File: src/rtl/load_pkg.sv
// Shared definitions for the RV32I data-memory load path:
// funct3 codes, FSM state encoding, error codes and decode helpers.
package load_pkg;

  localparam logic [2:0] F3_LB  = 3'b000;
  localparam logic [2:0] F3_LH  = 3'b001;
  localparam logic [2:0] F3_LW  = 3'b010;
  localparam logic [2:0] F3_LBU = 3'b100;
  localparam logic [2:0] F3_LHU = 3'b101;

  typedef enum logic [1:0] {
    S_IDLE = 2'd0,
    S_REQ  = 2'd1,
    S_RESP = 2'd2
  } state_t;

  localparam logic [1:0] ERR_OK       = 2'b00;
  localparam logic [1:0] ERR_MISALIGN = 2'b01;
  localparam logic [1:0] ERR_FUNCT3   = 2'b10;
  localparam logic [1:0] ERR_TIMEOUT  = 2'b11;

  function automatic logic f3_legal(input logic [2:0] f3);
    return (f3 == F3_LB) || (f3 == F3_LH) || (f3 == F3_LW) ||
           (f3 == F3_LBU) || (f3 == F3_LHU);
  endfunction

  // Only meaningful for legal funct3 values; byte loads never misalign.
  function automatic logic is_misaligned(input logic [2:0] f3, input logic [1:0] lane);
    logic mis;
    mis = 1'b0;
    if ((f3 == F3_LH) || (f3 == F3_LHU)) mis = lane[0];
    else if (f3 == F3_LW)                mis = (lane != 2'b00);
    return mis;
  endfunction

endpackage

File: src/rtl/load_extract.sv
// Selects the addressed byte/halfword/word from a little-endian read word
// and applies zero or sign extension according to funct3.
module load_extract
  import load_pkg::*;
(
  input  logic [31:0] word,
  input  logic [1:0]  lane,
  input  logic [2:0]  funct3,
  output logic [31:0] result
);

  logic [7:0]  byte_v;
  logic [15:0] half_v;

  always_comb begin
    byte_v = word[{lane, 3'b000} +: 8];
    half_v = word[{lane[1], 4'b0000} +: 16];
    case (funct3)
      F3_LB:   result = {{24{byte_v[7]}}, byte_v};
      F3_LH:   result = {{16{half_v[15]}}, half_v};
      F3_LBU:  result = {24'h000000, byte_v};
      F3_LHU:  result = {16'h0000, half_v};
      default: result = word;
    endcase
  end

endmodule

File: src/rtl/load_unit.sv
// Sequential load unit: one word-aligned read per accepted load, with
// extraction/extension of the result and error reporting via a done pulse.
module load_unit
  import load_pkg::*;
#(
  parameter int TIMEOUT_CYCLES = 16
) (
  input  logic        clk,
  input  logic        reset,
  input  logic        start,
  input  logic [31:0] addr,
  input  logic [2:0]  funct3,
  output logic        busy,
  output logic        done,
  output logic [31:0] rdata,
  output logic [1:0]  err,
  output logic        mem_req,
  output logic [31:0] mem_addr,
  input  logic        mem_ack,
  input  logic [31:0] mem_rdata,
  output state_t      dbg_state
);

  // Memory handshake: mem_req is held with a stable mem_addr until a cycle in
  // which mem_ack is high; that edge completes the transfer and drops mem_req.
  // mem_ack outside REQ is ignored.
  localparam logic [7:0] TLIM = 8'(TIMEOUT_CYCLES - 1);

  state_t      state;
  logic [7:0]  tcnt;
  logic [1:0]  lane_q;
  logic [2:0]  f3_q;
  logic [31:0] ext_data;

  load_extract u_extract (
    .word   (mem_rdata),
    .lane   (lane_q),
    .funct3 (f3_q),
    .result (ext_data)
  );

  assign dbg_state = state;

  always_ff @(posedge clk) begin
    if (reset) begin
      state    <= S_IDLE;
      busy     <= 1'b0;
      done     <= 1'b0;
      mem_req  <= 1'b0;
      rdata    <= 32'h0;
      err      <= ERR_OK;
      mem_addr <= 32'h0;
      tcnt     <= 8'h0;
      lane_q   <= 2'b00;
      f3_q     <= 3'b000;
    end else begin
      done <= 1'b0;
      case (state)
        S_IDLE: begin
          if (start) begin
            lane_q   <= addr[1:0];
            f3_q     <= funct3;
            mem_addr <= {addr[31:2], 2'b00};
            tcnt     <= 8'h0;
            busy     <= 1'b1;
            if (!f3_legal(funct3)) begin
              state <= S_RESP;
              done  <= 1'b1;
              err   <= ERR_FUNCT3;
              rdata <= 32'h0;
            end else if (is_misaligned(funct3, addr[1:0])) begin
              state <= S_RESP;
              done  <= 1'b1;
              err   <= ERR_MISALIGN;
              rdata <= 32'h0;
            end else begin
              state   <= S_REQ;
              mem_req <= 1'b1;
            end
          end
        end
        S_REQ: begin
          if (mem_ack) begin
            state   <= S_RESP;
            mem_req <= 1'b0;
            done    <= 1'b1;
            rdata   <= ext_data;
            err     <= ERR_OK;
          end else if (tcnt == TLIM) begin
            state   <= S_RESP;
            mem_req <= 1'b0;
            done    <= 1'b1;
            rdata   <= 32'h0;
            err     <= ERR_TIMEOUT;
          end else begin
            tcnt <= tcnt + 8'd1;
          end
        end
        S_RESP: begin
          state <= S_IDLE;
          busy  <= 1'b0;
        end
        default: begin
          state   <= S_IDLE;
          busy    <= 1'b0;
          mem_req <= 1'b0;
        end
      endcase
    end
  end

endmodule

File: config.mk
export PLATFORM = sky130hd
export DESIGN_NAME = load_unit
export DESIGN_NICKNAME = d
export VERILOG_FILES = /design/src/rtl/load_pkg.sv /design/src/rtl/load_extract.sv /design/src/rtl/load_unit.sv
export SDC_FILE = /design/constraint.sdc
export NUM_CORES = 1
export LEC_CHECK = 0
export ABC_AREA = 1
export BUFFER_PORTS_ARGS = -buffer_cell sky130_fd_sc_hd__buf_2
export CAP_MARGIN = 0
export CORE_MARGIN = 5
export CORE_UTILIZATION = 52
export CTS_CLUSTER_DIAMETER = 60
export DETAILED_ROUTE_END_ITERATION = 8
export PLACE_DENSITY_LB_ADDON = 0.12
export SLEW_MARGIN = 20
export SYNTH_ARGS = -nofsm -noshare
export SYNTH_HDL_FRONTEND = slang
export SYNTH_HIERARCHICAL = 1
export SYNTH_SLANG_ARGS = --single-unit
File: constraint.sdc
create_clock -name clk -period 1.9 [get_ports clk]
set_input_delay 0.38 -clock clk [delete_from_list [all_inputs] [get_ports clk]]
set_output_delay 0.38 -clock clk [all_outputs]
set_load 0.005 [all_outputs]
==> metrics <==
post-synthesis register bit count=82; syn avg cell area=6.91 sq um; clk buf depth=2; EDFF count, synth=0; overall track demand over capacity in global routing=22.3%; cell area after synthesis=4570 sq um; startpoint kind of the worst setup timing path=flip-flop; static power due to leakage=about 2.8 nW; FF-to-FF End=rdata[29]; portion of synthesized cell area occupied by the leading cell type=between 30 and 40%; half-perimeter wire length of the detailed placement result=between 9000 and 10000 microns; number of vias in the routed layout=4549; number of placed instances with taps included=881; number of antenna repair diodes=0; Critical Path Sink=rdata[29]; DRC errors left=0; DRT Pass-1 Iters=7; DP Area=5260 sq um; Worst R2R Start=tcnt[0]; setup repair after global routing missed its margin=no; share of the clock period used by the worst path=90.4%; final instance area=5490 sq um; gp weighted congestion=0.920; outcome=finished, final reports clean; count of mapped cells out of synthesis=661; power per unit of standard cell area=roughly 750 nW/um^2; grt ovf=0; area inside the core boundary=around 8600 sq um; hold violation total from the final report=0; post-cts resize count=0; maximum level of the CTS H-tree=3; dominant synthesized flop cell=sky130_fd_sc_hd__dfxtp_1; peak fanout along the critical path=23; net total in the final layout=856; proportion of register bits with asynchronous set or reset after synthesis=0%; peak supply drop=between 0.3 and 0.4 mV; fill cell instance count of the final layout=between 800 and 900; number of nets with antenna violations after routing=0; initial core utilization=52.9%; Setup Viol. Count Final=0; number of buffers inserted during clock tree synthesis=9; cell types occupying the most area after synthesis=sky130_fd_sc_hd__dfxtp_1, sky130_fd_sc_hd__nand2_1, sky130_fd_sc_hd__nand3_1; die height=104 microns; setup bufs post-CTS=0; clock tree from TritonCTS=done; number of buffers inserted by port buffering=139; Worst-path clk slew=roughly 100 ps; total count of max-transition violations in the final report=0; horizontal die dimension=104 microns; Min-Delay Path Class=primary input to flip-flop; ratio of routed vias to standard cells=5.07; Worst Path Class, Setup=flip-flop to flip-flop; insertion delay to the later sink of the worst-skew pair=360 ps; Worst Path Arrival=1960 ps; fraction of layout cells with a size suffix above 1=a little under a third; most area-hungry cell type in the Yosys netlist=sky130_fd_sc_hd__dfxtp_1; setup slack of the most critical reg-to-reg path=180 ps; cell chosen for the clock root=sky130_fd_sc_hd__clkbuf_8; Max Clock Skew=between 10 and 15 ps; Post-CTS Hold Fix Bufs=0; area of all sequential standard cells=1640 sq um; highest achievable clock rate=0.582 GHz; overall die area=10800 sq um; commonest cells in the netlist=sky130_fd_sc_hd__nand2_1, sky130_fd_sc_hd__dfxtp_1, sky130_fd_sc_hd__nand3_1; WL final=12200 microns; largest net degree at the start of global routing=106; antenna violations before repair=0; Worst Setup End Kind=flip-flop; post-synthesis to final-layout area growth=20.1%; initial detailed-routing violation count=412; Sinks on Clock Net=82; total negative slack for setup checks=0 ps; cell with the most instances after synthesis=sky130_fd_sc_hd__nand2_1; wire length of the first global-routing pass=20200 microns; number of rows created at floorplan=34; post-DR wirelength/cell=13.6 microns; Min Clock Period, post-route=1720 ps; Non-Filler Instances=~900; fraction of the yosys area taken by sequential cells=35.9%; number of top-level pins=142; footprint of the multi-input gates=around 2500 sq um; R2R cell count=7; worst endpoint required time=2140 ps; CP startpoint=tcnt[0]; maxcap violations=0; vias in the first global route=4195; count of synthesis-stage warnings from yosys=6; number of distinct standard cells referenced by the synthesized netlist=34
-- area by class of cell --
cell class | instances | share of cell area, %
Clock inverter | 7 | 1.91
Multi-Input combinational cell | 497 | 45.4
Tap cell | 108 | 2.46
Clock buffer | 9 | 2.26
Sequential cell | 82 | 29.9
Inverter | 42 | 2.94
Timing Repair Buffer | 152 | 15.1
-- state kept, by name (all words and copies together), names as in the netlist --
signal / flops
dbg_state: 2
f3_q: 3
tcnt: 8
err: 2
mem_addr: 30
rdata: 32
busy: 1
mem_req: 1
done: 1
lane_q: 2
-- logic make-up after synthesis --
kind of cell	Yosys count	synth area share, %
XOR/XNOR	2	0.383
buffers and inverters	83	9.64
adder cells (fa/ha/maj)	1	0.274
other	1	0.0821
flip-flops	82	35.9
AO/OA/AOI/OAI	37	4.90
AND/OR/NAND/NOR	455	48.8
-- where the power goes --
part           internal (mW)  switching (mW)  leakage [nW]  total (mW)
sequential              1.79          0.0502         0.668        1.84
clock                  0.764           0.699         0.113        1.46
combinational          0.301           0.521          2.07       0.822
-- per-stage QoR --
step	util [%]	setup WS [ps]	power (mW)	hold WS (ps)
6_report	63.6	182	4.13	233
5_1_grt	63.6	61.8	4.34	224
4_1_cts	63.6	175	4.17	214
3_5_place_dp	60.9	196	2.70	426
3_3_place_gp	60.9	268	2.69	423
2_1_floorplan	-	440	2.44	440
-- critical path: stages (launching register included) --
cell	delay, ps
sky130_fd_sc_hd__dfxtp_1	420
sky130_fd_sc_hd__ha_1	270
sky130_fd_sc_hd__nand3_4	140
sky130_fd_sc_hd__o21ai_4	230
sky130_fd_sc_hd__nand3_4	190
sky130_fd_sc_hd__buf_12	230
sky130_fd_sc_hd__nand3_2	70
sky130_fd_sc_hd__nand2_1	60
-- per-layer routing --
metal,track usage [%],vias to the layer above,share of wire (%)
met2,34.3,149,45
li1,-,2340,-
met4,7.59,0,1.5
met5,0,-,0
met3,4.79,14,6.7
met1,30.8,2046,46
-- layout by cell type (no fill, tap or decap), drive strengths merged --
cell,netlist,routed
a31oi,1,1
buf,33,152
or2,7,7
nand3,106,106
clkinvlp,0,1
nand4,1,1
clkinv,1,1
nand2,258,258
conb,1,2
a21oi,26,26
nand3b,32,32
nor3,2,2
nor2,48,48
inv,41,45
o21ai,10,10
nor3b,1,1
clkbuf,8,9
xor2,2,2
dfxtp,82,82
ha,1,1
bufinv,0,2
-- how the worst min path moves through the flow --
| stage | startpoint | to | slack (ps) | cells past startpoint |
|---|---|---|---|---|
| 3_5_place_dp | mem_addr[10] | mem_addr[10] | 430 | 2 |
| 3_3_place_gp | mem_addr[13] | mem_addr[13] | 420 | 2 |
| 5_1_grt | addr[26] | mem_addr[26] | 220 | 3 |
| 4_1_cts | addr[3] | mem_addr[3] | 210 | 3 |
| 6_report | addr[3] | mem_addr[3] | 230 | 3 |
| 2_1_floorplan | lane_q[1] | lane_q[1] | 440 | 2 |
Note: power is estimated with default switching activity, not from simulation.
